### src/rtl/dp_rr_arbiter.sv
// dp_rr_arbiter
// Round-robin arbiter that shares one five-operand arithmetic datapath among
// N requesters. The granted requester's operands go to the datapath unchanged,
// its index is queued in an in-order tag FIFO, and each returned result is
// steered back to the requester at the head of that FIFO.
//
// Ports:
//   clk, rst              clock, synchronous active-high reset
//   req_valid/req_ready   per-requester operand handshake (req_ready one-hot)
//   req_a..req_e          per-requester operands, requester i in [16i+15:16i]
//   in_valid/in_ready     operand handshake towards the datapath
//   a..e                  operands of the granted requester
//   out_valid/out_ready   result handshake from the datapath
//   y                     datapath result
//   rsp_valid/rsp_ready   per-requester result handshake (rsp_valid one-hot)
//   rsp_y                 result broadcast to all requesters
//   inflight              tag FIFO occupancy
//   err                   sticky: a result arrived with no outstanding tag
module dp_rr_arbiter #(
  parameter int N     = 4,
  parameter int DEPTH = 4,
  parameter int IDW   = 2
) (
  input  logic                     clk,
  input  logic                     rst,
  input  logic [N-1:0]             req_valid,
  output logic [N-1:0]             req_ready,
  input  logic [16*N-1:0]          req_a,
  input  logic [16*N-1:0]          req_b,
  input  logic [16*N-1:0]          req_c,
  input  logic [16*N-1:0]          req_d,
  input  logic [16*N-1:0]          req_e,
  output logic                     in_valid,
  input  logic                     in_ready,
  output logic [15:0]              a,
  output logic [15:0]              b,
  output logic [15:0]              c,
  output logic [15:0]              d,
  output logic [15:0]              e,
  input  logic                     out_valid,
  output logic                     out_ready,
  input  logic [31:0]              y,
  output logic [N-1:0]             rsp_valid,
  input  logic [N-1:0]             rsp_ready,
  output logic [31:0]              rsp_y,
  output logic [$clog2(DEPTH):0]   inflight,
  output logic                     err
);

  localparam int AW = $clog2(DEPTH);
  localparam int CW = AW + 1;

  logic [IDW-1:0] ptr;
  logic [IDW-1:0] gnt;
  logic [IDW-1:0] cand;
  logic           found;
  logic [IDW-1:0] tags [DEPTH];
  logic [AW-1:0]  wr_ptr;
  logic [AW-1:0]  rd_ptr;
  logic [IDW-1:0] head;
  logic           nonempty;
  logic           can_issue;
  logic           issue;
  logic           pop;

  // First valid requester after ptr, wrapping modulo N.
  always_comb begin
    gnt   = ptr;
    found = 1'b0;
    cand  = '0;
    for (int unsigned k = 1; k <= unsigned'(N); k++) begin
      cand = IDW'((32'(ptr) + k) % unsigned'(N));
      if (!found && req_valid[cand]) begin
        gnt   = cand;
        found = 1'b1;
      end
    end
  end

  always_comb begin
    a = '0;
    b = '0;
    c = '0;
    d = '0;
    e = '0;
    for (int unsigned i = 0; i < unsigned'(N); i++) begin
      if (gnt == IDW'(i)) begin
        a = req_a[16*i +: 16];
        b = req_b[16*i +: 16];
        c = req_c[16*i +: 16];
        d = req_d[16*i +: 16];
        e = req_e[16*i +: 16];
      end
    end
  end

  // Eligibility uses the registered occupancy only, so in_valid never
  // depends on in_ready or on a same-cycle pop.
  assign can_issue = (inflight < CW'(DEPTH)) && (|req_valid);
  assign in_valid  = can_issue;
  assign issue     = in_valid && in_ready;

  assign head      = tags[rd_ptr];
  assign nonempty  = (inflight != '0);
  assign out_ready = nonempty && rsp_ready[head];
  assign pop       = out_valid && out_ready;
  assign rsp_y     = y;

  always_comb begin
    req_ready = '0;
    rsp_valid = '0;
    if (issue) begin
      req_ready[gnt] = 1'b1;
    end
    if (out_valid && nonempty) begin
      rsp_valid[head] = 1'b1;
    end
  end

  always_ff @(posedge clk) begin
    if (rst) begin
      ptr      <= IDW'(N - 1);
      wr_ptr   <= '0;
      rd_ptr   <= '0;
      inflight <= '0;
      err      <= 1'b0;
    end else begin
      if (issue) begin
        ptr    <= gnt;
        wr_ptr <= wr_ptr + AW'(1);
      end
      if (pop) begin
        rd_ptr <= rd_ptr + AW'(1);
      end
      if (issue && !pop) begin
        inflight <= inflight + CW'(1);
      end else if (pop && !issue) begin
        inflight <= inflight - CW'(1);
      end
      if (out_valid && !nonempty) begin
        err <= 1'b1;
      end
    end
  end

  always_ff @(posedge clk) begin
    if (issue) begin
      tags[wr_ptr] <= gnt;
    end
  end

endmodule

### config.mk
export PLATFORM = sky130hd
export DESIGN_NAME = dp_rr_arbiter
export DESIGN_NICKNAME = d
export VERILOG_FILES = /design/src/rtl/dp_rr_arbiter.sv
export SDC_FILE = /design/constraint.sdc
export NUM_CORES = 1
export LEC_CHECK = 0
export BUFFER_PORTS_ARGS = -buffer_cell sky130_fd_sc_hd__buf_2
export CAP_MARGIN = 20
export CORE_AREA = 2 2 193 195
export DETAILED_ROUTE_END_ITERATION = 10
export DIE_AREA = 0 0 195 197
export PLACE_DENSITY_LB_ADDON = 0.05
export SYNTH_ARGS = -nofsm -noshare
export SYNTH_HDL_FRONTEND = slang
export SYNTH_SLANG_ARGS = --single-unit
### constraint.sdc
create_clock -name clk -period 3.7 [get_ports clk]
set_clock_uncertainty 0.1 [all_clocks]
set_input_delay 0.74 -clock clk [delete_from_list [all_inputs] [get_ports clk]]
set_output_delay 0.74 -clock clk [all_outputs]
set_load 0.005 [all_outputs]
==> flow_summary.ini <==
[floorplanning]
num_rows = 70
die_h_um = 197
pin_count = 490
start_util = 0.1065
design.core.area_um2 = 36260
die_w_um = 195
dieArea_um2 = 38420

[logic_synthesis]
synth_seq_cells = 20
synth_ff_type = dfxtp_1
synth_fp_nets = 770
synth_top_cell_by_area = mux2i_1
yosys-top-cells-count = 243 x mux2i_1, 49 x buf_4, 15 x nor2_1
synth_warnings = 0
yosysSeqAreaShare = 0.1244
synth.most_common_cell = mux2i_1
synth_area_leaders = mux2i_1 63%, buf_4 9.5%, dfxtp_1 6.2%
ys_async_sr_fraction = 0
synth_top_area_frac = 0.6297
synth_area_per_cell_um2 = 9.656
syn_area_um2 = 3862
postSynthCellCount = 400
synth_edf_count = 8
netlist-cell-type-count = 33

[cts]
ctsHoldBuffers = 0
postCtsSetupRepairBufs = 0
clk_transition_reported_paths_ns = 0.06
clk_path_buf_depth = 2
clkLatencyLatePin_ns = 0.26
cts_tree = yes
cts-resized-gates = 0
root_buffer = clkbuf_16
cts_inserted_buffers = 3
cts_sinks = 20
cts_max_level = 1

[grt]
antenna_found_initial = 7
grt_max_degree = 38
grt_pass1_wl_mm = 30.28
overflow = 0
grt_pass1_vias = 4735
grt_usage = 0.1054

[routing]
vias = 4481
routed_wl_mm = 21.89
vias_per_cell = 3.568
ant_nets = 0
drtIter0Drc = 93
wire_per_inst_um = 17.43
first_pass_iters = 6
drc = 0

[worst_setup_path]
rr_worst_depth = 10
worstPathRequired_ns = 2.86
critPathKind = in -> out
critPathArrivalTime_ns = 2.61
r2r-end = inflight[2]$_SDFFE_PP0P_
regToRegSetupSlack_ns = 0.80
cp-end-kind = output port
cp-start-kind = primary input
critical_path.max_fanout = 37

[power]
vdd_drop_max_uv = 111.3
power.total_w = 0.002696
p_leak_nw = 3.687
powerDensity_nw_per_um2 = 412.3

[sta]
setup_viol = 0
period_share = 0.9334
hold_viol = 0
layout_min_cycle_time_ns = 3.454
timing.fmax_ghz = 0.2895
rsz0062_at_grt = no
tightest_slew_ns = 0.6540
setup_tns_ns = 0
slew-limit-headroom = 0.5640
finalMaxSlewViolations = 0

[worst_hold_path]
min_path_type = reg -> reg
min_from = err$_SDFFE_PP0P_
min_delay_path_depth = 2
worstHoldEndpoint = err$_SDFFE_PP0P_

[layout]
layout-drive-gt1-share = 0.5809
fin_nets = 1156
syn_to_final_growth_pct = 69.29

[status]
outcome = complete, no violations

[place]
hpwl_mm = 19.64
gp_congestion = 0.7345
io_buffers = 425

[run]
max_cap_viol_count = 0
==> where the power goes <==
group          total, W  switching (W)  internal [W]
clock          0.000306      0.0000906      0.000215
sequential     0.000334      0.0000494      0.000284
combinational   0.00206       0.000989       0.00107
==> cells in the final DEF (no fill, tap or decap), drive strengths merged, types with 3 or more instances in the layout <==
| cell | synthesis | routed |
|---|---|---|
| a21oi | 6 | 6 |
| and3 | 5 | 5 |
| buf | 60 | 442 |
| clkbuf | 1 | 3 |
| dfxtp | 12 | 12 |
| diode | 0 | 3 |
| edfxtp | 8 | 8 |
| ha | 5 | 5 |
| inv | 7 | 7 |
| mux2i | 244 | 244 |
| nand2 | 5 | 5 |
| nand2b | 5 | 5 |
| nor2 | 15 | 15 |
| nor3 | 7 | 7 |
==> cell type report <==
class                      count  area, µm²
multi-input combinational    312       2942
clock buffer                   3      75.07
clock inverter                 1      30.03
timing repair buffer         442       2392
tap                          468      585.6
antenna                        3      7.507
fill                        4184      29720
sequential                    20      480.5
inverter                       7      26.28
==> per-layer routing <==
layer | up-vias | wire length, µm | GRT usage
met5 | - | 46 | 0
met4 | 6 | 127 | 0.01272
met3 | 14 | 1646 | 0.03439
met2 | 221 | 12000 | 0.2069
met1 | 2027 | 8065 | 0.1115
li1 | 2213 | - | -
==> flip-flops by register name, indices dropped and copies added (netlist names), named ones only <==
name	flops
wr_ptr	2
tags	8
ptr	2
rd_ptr	2
inflight	3
err	1
==> cell families after synthesis <==
kind of cell,Yosys count,share of synthesized area
AOI/OAI and AO/OA,13,0.02332
xor gates and xnor gates,4,0.009072
adders and majority gates,6,0.02138
buffers and inverters,68,0.1173
DFF,20,0.1244
muxes,246,0.6450
and+or+nand+nor,43,0.05961
==> stage by stage <==
stage / hold WS [ns] / setup WS [ns] / std cells / instance area [µm²] / utilization
after floorplan: 0.3604 / 1.047 / 400 / 3862 / -
after global placement: 0.3651 / 0.3070 / 1249 / 6426 / 0.1772
after detailed placement: 0.3661 / 0.2795 / 1249 / 6426 / 0.1772
after CTS: 0.3809 / 0.2758 / 1253 / 6531 / 0.1801
after global routing: 0.3930 / 0.1729 / 1255 / 6536 / 0.1803
final: 0.3770 / 0.2463 / 1256 / 6539 / 0.1803
==> how the worst max path moves through the flow <==
stage                       from                       end  depth (start not counted)
floorplan                   flop  inflight[2]$_SDFFE_PP0P_                         10
global placement    req_valid[0]                     e[10]                          8
detailed placement  req_valid[0]                     e[10]                          8
CTS                 req_valid[0]                     e[10]                          8
global route        req_valid[0]                     e[10]                          8
finish              req_valid[0]                     e[10]                          8
==> critical path: stages <==
cell	delay (ns)
buf_2	0.12
a21oi_1	0.18
nor3_2	0.10
nor2_4	0.17
buf_4	0.57
mux2i_1	0.16
mux2i_1	0.34
buf_2	0.20
No activity file was read; power rests on OpenSTA's default activity.
